### config.mk
export PLATFORM = sky130hd
export DESIGN_NAME = sensor_frame_rx
export DESIGN_NICKNAME = d
export VERILOG_FILES = /design/src/rtl/sensor_link_pkg.sv /design/src/rtl/sensor_bit_timer.sv /design/src/rtl/sensor_frame_rx.sv
export SDC_FILE = /design/constraint.sdc
export NUM_CORES = 1
export LEC_CHECK = 0
export ABC_CLOCK_PERIOD_IN_PS = 2950
export BUFFER_PORTS_ARGS = -buffer_cell sky130_fd_sc_hd__buf_4
export CAP_MARGIN = 20
export CORE_MARGIN = 10
export CORE_UTILIZATION = 35
export CTS_CLUSTER_DIAMETER = 30
export DETAILED_ROUTE_END_ITERATION = 7
export GPL_TIMING_DRIVEN = 0
export SLEW_MARGIN = 20
export SYNTH_ARGS = -nofsm -noshare
export SYNTH_HDL_FRONTEND = slang
export SYNTH_SLANG_ARGS = --single-unit
export TNS_END_PERCENT = 100
### constraint.sdc
create_clock -name clk -period 2.95 [get_ports clk]
set_input_delay 0.1475 -clock clk [delete_from_list [all_inputs] [get_ports clk]]
set_output_delay 0.1475 -clock clk [all_outputs]
set_load 0.01 [all_outputs]
### src/rtl/sensor_link_pkg.sv
// rtl/sensor_link_pkg.sv - shared frame layout, FSM states and reset defaults for the sensor serial link
package sensor_link_pkg;

    localparam int FRAME_BITS   = 16;
    localparam int DATA_BITS    = 13;
    localparam int FIELD_W      = 6;
    localparam int TEMP_LSB     = 0;
    localparam int LUME_LSB     = 6;
    localparam int MOTION_BIT   = 12;
    localparam int TEMP_RST_DEF = 22;
    localparam int LUME_RST_DEF = 20;

    typedef enum logic [2:0] {
        IDLE,
        START,
        DATA,
        PARITY,
        STOP,
        WAIT_IDLE
    } rx_state_t;

    // Even parity: data bits plus the parity bit must XOR to zero.
    function automatic logic even_parity_ok(input logic [DATA_BITS-1:0] data, input logic par);
        return ~(^{data, par});
    endfunction

endpackage

### src/rtl/sensor_bit_timer.sv
// rtl/sensor_bit_timer.sv - rx_line synchroniser, falling-edge detect and bit-period down-counter
module sensor_bit_timer #(
    parameter int CLKS_PER_BIT = 8
) (
    input  logic clk,
    input  logic reset,
    input  logic rx_line,
    input  logic load_half,
    input  logic run,
    output logic rxs,
    output logic fall,
    output logic tick
);

    localparam int W = $clog2(CLKS_PER_BIT);
    localparam logic [W-1:0] FULL = W'(CLKS_PER_BIT - 1);
    localparam logic [W-1:0] HALF = W'(CLKS_PER_BIT / 2 - 1);

    logic         sync1;
    logic         rxs_d;
    logic [W-1:0] cnt;

    // Synchroniser flops reset to the idle-high line level so no edge is seen out of reset.
    always_ff @(posedge clk) begin
        if (!reset) begin
            sync1 <= 1'b1;
            rxs   <= 1'b1;
            rxs_d <= 1'b1;
            cnt   <= '0;
        end else begin
            sync1 <= rx_line;
            rxs   <= sync1;
            rxs_d <= rxs;
            if (load_half) begin
                cnt <= HALF;
            end else if (run) begin
                cnt <= (cnt == '0) ? FULL : cnt - 1'b1;
            end
        end
    end

    assign fall = rxs_d & ~rxs;
    assign tick = run & (cnt == '0);

endmodule

### src/rtl/sensor_frame_rx.sv
// rtl/sensor_frame_rx.sv - 16-bit sensor frame receiver with parity/framing checks and link watchdog
// Optional motion stretching over several good frames is enabled by defining MOTION_HOLD_EN.
module sensor_frame_rx
    import sensor_link_pkg::*;
#(
    parameter int CLKS_PER_BIT = 8,
    parameter int TIMEOUT_CYC  = 1024,
    parameter int TEMP_RST     = TEMP_RST_DEF,
`ifdef MOTION_HOLD_EN
    parameter int LUME_RST     = LUME_RST_DEF,
    parameter int HOLD_FRAMES  = 3
`else
    parameter int LUME_RST     = LUME_RST_DEF
`endif
) (
    input  logic               clk,
    input  logic               reset,
    input  logic               rx_line,
    output logic [FIELD_W-1:0] temp_sen,
    output logic [FIELD_W-1:0] lume_sen,
    output logic               motion_sen,
    output logic               frame_valid,
    output logic               frame_err,
    output logic               link_ok
);

    localparam int WD_W = $clog2(TIMEOUT_CYC + 1);
    localparam logic [WD_W-1:0] WD_MAX = WD_W'(TIMEOUT_CYC);

    rx_state_t            state;
    logic [DATA_BITS-1:0] shreg;
    logic [3:0]           bit_cnt;
    logic                 par_bit;
    logic [WD_W-1:0]      wd_cnt;
    logic                 rxs;
    logic                 fall;
    logic                 tick;
    logic                 run;
    logic                 load_half;

`ifdef MOTION_HOLD_EN
    localparam int HOLD_W = $clog2(HOLD_FRAMES + 1);
    logic [HOLD_W-1:0] hold_cnt;
`endif

    assign run       = (state != IDLE) && (state != WAIT_IDLE);
    assign load_half = (state == IDLE) && fall;

    sensor_bit_timer #(
        .CLKS_PER_BIT(CLKS_PER_BIT)
    ) u_timer (
        .clk      (clk),
        .reset    (reset),
        .rx_line  (rx_line),
        .load_half(load_half),
        .run      (run),
        .rxs      (rxs),
        .fall     (fall),
        .tick     (tick)
    );

    always_ff @(posedge clk) begin
        if (!reset) begin
            state       <= IDLE;
            shreg       <= '0;
            bit_cnt     <= '0;
            par_bit     <= 1'b0;
            wd_cnt      <= '0;
            temp_sen    <= FIELD_W'(TEMP_RST);
            lume_sen    <= FIELD_W'(LUME_RST);
            motion_sen  <= 1'b0;
            frame_valid <= 1'b0;
            frame_err   <= 1'b0;
            link_ok     <= 1'b0;
`ifdef MOTION_HOLD_EN
            hold_cnt    <= '0;
`endif
        end else begin
            frame_valid <= 1'b0;
            frame_err   <= 1'b0;

            // Watchdog; a commit further down overrides these assignments.
            if (wd_cnt != WD_MAX) begin
                wd_cnt <= wd_cnt + 1'b1;
            end else begin
                link_ok    <= 1'b0;
                motion_sen <= 1'b0;
`ifdef MOTION_HOLD_EN
                hold_cnt   <= '0;
`endif
            end

            case (state)
                IDLE: begin
                    if (fall) begin
                        state   <= START;
                        bit_cnt <= '0;
                    end
                end
                START: begin
                    if (tick) state <= rxs ? IDLE : DATA;
                end
                DATA: begin
                    if (tick) begin
                        shreg   <= {rxs, shreg[DATA_BITS-1:1]};
                        bit_cnt <= bit_cnt + 1'b1;
                        if (bit_cnt == 4'(DATA_BITS - 1)) state <= PARITY;
                    end
                end
                PARITY: begin
                    if (tick) begin
                        par_bit <= rxs;
                        state   <= STOP;
                    end
                end
                STOP: begin
                    if (tick) begin
                        if (!rxs) begin
                            frame_err <= 1'b1;
                            state     <= WAIT_IDLE;
                        end else if (!even_parity_ok(shreg, par_bit)) begin
                            frame_err <= 1'b1;
                            state     <= IDLE;
                        end else begin
                            frame_valid <= 1'b1;
                            temp_sen    <= shreg[TEMP_LSB +: FIELD_W];
                            lume_sen    <= shreg[LUME_LSB +: FIELD_W];
                            wd_cnt      <= '0;
                            link_ok     <= 1'b1;
                            state       <= IDLE;
`ifdef MOTION_HOLD_EN
                            if (shreg[MOTION_BIT]) begin
                                hold_cnt   <= HOLD_W'(HOLD_FRAMES);
                                motion_sen <= 1'b1;
                            end else begin
                                motion_sen <= (hold_cnt != '0);
                                if (hold_cnt != '0) hold_cnt <= hold_cnt - 1'b1;
                            end
`else
                            motion_sen  <= shreg[MOTION_BIT];
`endif
                        end
                    end
                end
                WAIT_IDLE: begin
                    if (rxs) state <= IDLE;
                end
                default: state <= IDLE;
            endcase
        end
    end

endmodule

==> results of run 1 <==
-- cell type report --
class | instances | area (um2)
tap | 77 | 96.3
fill | 622 | 3720
multi-input combinational | 168 | 1140
clock inverter | 3 | 43.8
sequential | 54 | 1080
inverter | 9 | 38.8
buffer | 13 | 60.1
timing repair buffer | 18 | 135
clock buffer | 5 | 68.8
-- cell families after synthesis --
group | share of synthesized area, %
AOI/OAI and AO/OA | 13.4
xor gates and xnor gates | 10.9
adders and majority gates | 3.23
buffers and inverters | 4.26
DFF | 46.6
muxes | 1.78
and+or+nand+nor | 19.9
-- power groups by stage --
stage                     clock, mW  combinational, mW  sequential, mW
after floorplan                   0             0.0596           0.761
after global placement            0             0.0775           0.762
after detailed placement          0             0.0790           0.763
after CTS                     0.522             0.0794           0.746
after global routing          0.549             0.0896           0.748
final                         0.506             0.0780           0.746
-- registers in the layout (all words and copies together) (netlist names) --
signal,cells
par_bit,1
motion_sen,1
bit_cnt,4
state,3
u_timer.rxs,1
lume_sen,6
link_ok,1
u_timer.cnt,3
frame_valid,1
u_timer.sync1,1
wd_cnt,11
shreg,13
temp_sen,6
u_timer.rxs_d,1
frame_err,1
-- worst paths after layout --
check	to	from	cells after the start	slack, ps
hold / removal	u_timer.sync1	rx_line	2	30
setup / recovery	lume_sen[0]	u_timer.cnt[0]	8	560
hold reg to reg	u_timer.rxs	u_timer.sync1	1	410
setup reg to reg	lume_sen[0]	u_timer.cnt[0]	8	560
-- layout by cell type (no fill, tap or decap), drive strengths merged, types with 2 or more instances in the layout --
master  count
clkbuf     16
a22o        7
mux2i       3
ha          6
o21ai       4
buf        20
xnor2      13
and2        3
nand2b      3
dfxtp      54
nor2       15
nand4       2
nand2      38
nand3      13
o22a        5
xnor3       2
and3        7
inv        10
nand3b      4
xor2        8
a21boi     17
nand4b      2
-- per-stage QoR --
stage | utilization [%] | setup slack, ps
after floorplan | - | 867
final | 41.8 | 559
after global placement | 40.0 | 564
after detailed placement | 40.0 | 558
after global routing | 41.8 | 298
after CTS | 41.8 | 535
-- layer usage --
metal | part of all wire [%] | track usage, %
met1 | 50 | 12.3
met2 | 45 | 14.4
met3 | 3.6 | 2.65
met4 | 1.9 | 4.82
met5 | 0 | 0
-- critical path, stage by stage, from the launching register on --
cell	delay [ps]
dfxtp_1	330
inv_1	50
ha_1	140
ha_1	130
clkbuf_1	320
nor4bb_1	590
nand2_1	170
o21a_1	320
a22o_1	230
-- Yosys cell counts, types with 3 or more instances --
library cell	n
inv_1	8
o21ai_0	3
nand2b_1	3
a21boi_0	15
dfxtp_1	54
xnor2_1	13
a22o_1	7
nand3_1	13
nand2_1	38
mux2i_1	3
and3_1	7
nor2_1	15
ha_1	6
xor2_1	8
nand3b_1	4
o22a_1	5
clkbuf_1	11
==> metrics.txt, run 1 <==
highest clock rate 418 MHz; Pwr Density 499 nW/um2; P&R area growth vs syn 14.8%; row count 29; Int Power 1.03 mW; drt wl/cell 13.0 um; Inserted Clock Buffers 5; Max Cap Violations 0; GR Overflow Total 0; CTS Hold Bufs 0; die height 101 um; vias per cell 4.83; Final Hold Viols 0; global-route wire length before repair 8040 um; Hold WS 25.3 ps; synthesized area 2320 um2; CTS resizes 0; RD Place Congestion 0.807; # Post-CTS Setup Buffers 0; Yosys top cell area share 46.6%; fin. max-slew vios 0; post-synthesis sequential area ratio 46.6%; clk_skew 10.8 ps; CP Max Fanout 10; worst rel slew slack 61.8%; gr usage total 9.56%; Routed Wire Length 4500 um; dpl cells 339; antenna-violating nets left 0; clock root buffer clkbuf_8; Hold Path Class input pin to flop; DP Area 2550 um2; startpoint types flop; Max Root-Sink Buffers 2; post-route cell area 2670 um2; vias in the first global route 1683; via count of the routed design 1677; number of synthesized register bits 54; Starting Density 36.4%; clk slew on worst S/H paths 100 ps; worst setup path class flop to flop; TritonRoute pass-1 iters 4; Leak 1.04 nW; post-synthesis cell count 244; antenna violations before repair 0; status finished, final reports clean; H-tree lvl count 2; count of cell types in the netlist 44; Top-Level Pins 19; yosys synthesis warning count 0; CTS tree yes; clock sinks 54; die area 10300 um2; RSZ-0062 raised after global routing no; final net count 278; Die Wd 101 um; worst skew pair latency 310 ps; setup TNS 0 ps; Non-Filler Instances 347; antenna diode count 0; Port-buffer cells 18; Clock power frac 38.1%; Setup Viol. Count Final 0; Flop pwr share 56.1%; number of synthesized flops with an enable pin 0; Switch Pwr 303 uW; Net Sw Frac 22.8%; Synth Flop Type dfxtp_1; crit path time final 2390 ps; Avg Inst Size Synth 9.52 um2; post-DP HPWL 3270 um; synthesized net count 253; Worst-Margin Slew 565 ps; # DRC 0; Worst setup EP type flop; initial DRC count 59; Tot Pwr 1.33 mW; critical path arrival 2600 ps; share of layout cells above drive strength 1 11.9%; leading area contributor after synthesis dfxtp_1; core area 6390 um2; Synth async-reset ratio 0%; Worst Path Required 3160 ps; top post-synthesis cells by area dfxtp_1 47%, nand2_1 6.1%, xnor2_1 4.9%; final worst-path cycle share 81.0%; largest net degree at the start of global routing 18; Comb power frac 5.9%; VDD IR max 389 uV
Power figures use the tool's default switching activity.
==> run 2: changes to the inputs <==
Settings changed: ABC_CLOCK_PERIOD_IN_PS 2950 to 2300.
Clock period 2.95 ns to 2.3 ns, I/O delays scaled along.
==> run 2 against run 1 <==
Register-to-register slack lost 410 ps. Core utilization grew 0.35 points. Flip-flop and latch count is the same. Sequential share of layout area shrank 0.34 points. Via count grew 0.78%. Cell count is the same. Clock power grew 28%. Highest routed layer unchanged.
==> metrics.txt, run 2 (synthesis results as in run 1) <==
status finished, final reports clean (unchanged); global-route wire length before repair 8110 um (was 8040 um); area of the multi-input gates 1160 um2 (was 1140 um2); Final Hold Viols 0 (unchanged); Largest regs shreg (13), wd_cnt (11) (unchanged); share of layout cells above drive strength 1 12.6% (was 11.9%); most common cell after layout, fill and taps aside dfxtp_1 (unchanged); TritonRoute pass-1 iters 4 (unchanged); final net count 278 (unchanged); crit path time final 2150 ps (was 2390 ps); Top-Level Pins 19 (unchanged); Worst-Margin Slew 480 ps (was 565 ps); Crit path largest cell delay 450 ps (was 590 ps); Pwr Density 636 nW/um2 (was 499 nW/um2); Metal-1 WL 2250 um (was 2230 um); worst rel slew slack 68.0% (was 61.8%); clk_skew 9.25 ps (was 10.8 ps); Largest register FFs 13 (unchanged); WL met2 2000 um (was 2020 um); Non-Filler Instances 347 (unchanged); worst skew pair latency 310 ps (about the same); fin. max-slew vios 0 (unchanged); initial DRC count 66 (was 59); met3 routed WL 149 um (was 161 um); dpl cells 339 (unchanged); vias per cell 4.87 (was 4.83); row count 29 (unchanged); GR Overflow Total 0 (unchanged); Routed Wire Length 4490 um (was 4500 um); antenna violations before repair 0 (unchanged); P&R area growth vs syn 15.8% (was 14.8%); Critical-path top delay cell xnor3_1 (was nor4bb_1); FF/Latch Area 1080 um2 (unchanged); DP Area 2550 um2 (unchanged); critical path arrival 2360 ps (was 2600 ps); # DRC 0 (unchanged); worst setup path class flop to flop (unchanged); Worst setup EP type flop (unchanged); H-tree lvl count 2 (unchanged); Max Root-Sink Buffers 2 (unchanged); CP Max Fanout 8 (was 10); Hold WS 322 ps (was 25.3 ps); RD Place Congestion 0.807 (unchanged); Inserted Clock Buffers 5 (unchanged); Port-buffer cells 18 (unchanged); startpoint types flop (unchanged); Worst Path Required 2500 ps (was 3160 ps); Hold Path Class input pin to flop (unchanged); post-DP HPWL 3270 um (unchanged); clock sinks 54 (unchanged); Die Wd 101 um (unchanged); final worst-path cycle share 93.6% (was 81.0%); post-route cell area 2690 um2 (was 2670 um2); antenna diode count 0 (unchanged); VDD IR max 499 uV (was 389 uV); clk slew on worst S/H paths 100 ps (about the same); via count of the routed design 1690 (was 1677); Util after Layout 42.1% (was 41.8%); vias in the first global route 1700 (was 1683); Setup Viol. Count Final 0 (unchanged); clock root buffer clkbuf_8 (unchanged); Leak 1.05 nW (was 1.04 nW); most frequent cells in the layout 54 x dfxtp_1, 38 x nand2_1, 19 x buf_4, 15 x nor2_1, 15 x a21boi_0 (unchanged); highest clock rate 465 MHz (was 418 MHz); die height 101 um (unchanged); critical path's top delay family XOR/XNOR gates (was simple AND/OR/NAND/NOR gates); drt wl/cell 12.9 um (was 13.0 um); max layer used met4 (unchanged); crit-path cells xor2_1 -> xnor3_1 -> xnor3_2 -> or2_1 -> buf_6 -> o22a_1 (was inv_1 -> ha_1 -> ha_1 -> clkbuf_1 -> nor4bb_1 -> nand2_1 -> o21a_1 -> a22o_1); largest net degree at the start of global routing 18 (unchanged); core area 6390 um2 (unchanged); register bank with the most flops shreg (unchanged); gr usage total 9.62% (was 9.56%); antenna-violating nets left 0 (unchanged); Max Cap Violations 0 (unchanged); RSZ-0062 raised after global routing no (unchanged); Starting Density 36.4% (unchanged); die area 10300 um2 (unchanged); Layout fillers 626 (was 622); CP Buf/Inv Count 1 (was 2); CTS tree yes (unchanged); Tot Pwr 1.71 mW (was 1.33 mW)
-- run 2: path summary, 6_finish.rpt --
kind | from | end | slack [ps] | cells after the start
worst max-delay path | shreg[2] | temp_sen[2] | 150 | 6
worst min-delay path | reset | link_ok | 320 | 5
worst max register to register | shreg[2] | temp_sen[2] | 150 | 6
worst min register to register | u_timer.sync1 | u_timer.rxs | 410 | 1
-- run 2: final cells by class --
cell class,count,area share (%)
multi-input cells,168,43.0
flip-flops and latches,54,40.2
repair buffers,19,5.40
well taps,77,3.58
clock buffers,5,2.56
plain buffers,12,2.14
clock inverters,3,1.63
inverters,9,1.44
-- run 2: timing repair --
action,in CTS,in global routing
cloned,0,0
buffers inserted,0,0
hold endpoints to repair,1,0
hold buffers,1,0
setup endpoints to repair,21,33
gates resized for setup,1,3
-- run 2: metal layers --
layer  vias up  track usage [%]
met3         5             2.65
met2        16             14.5
met5         -                0
met1       790             12.3
li1        879                -
met4         0             4.82
-- run 2: per-stage QoR --
step                      TNS (ps)  setup slack [ps]
after floorplan                  0               217
after global placement       -1020             -85.9
after detailed placement     -1260             -92.4
after CTS                        0              7.76
after global routing             0              43.6
final                            0               148
-- run 2: tightest hold or removal path: cells and delay by family --
kind / cells / cell delay, ps
AND/OR/NAND/NOR: 3 / 220
buffers and inverters: 2 / 260
-- run 2: power by group --
group | total [mW] | switching (mW) | internal, mW
Combinational | 0.105 | 0.0580 | 0.0465
Clock | 0.648 | 0.322 | 0.327
Sequential | 0.956 | 0.00863 | 0.948
Total | 1.71 | 0.388 | 1.32
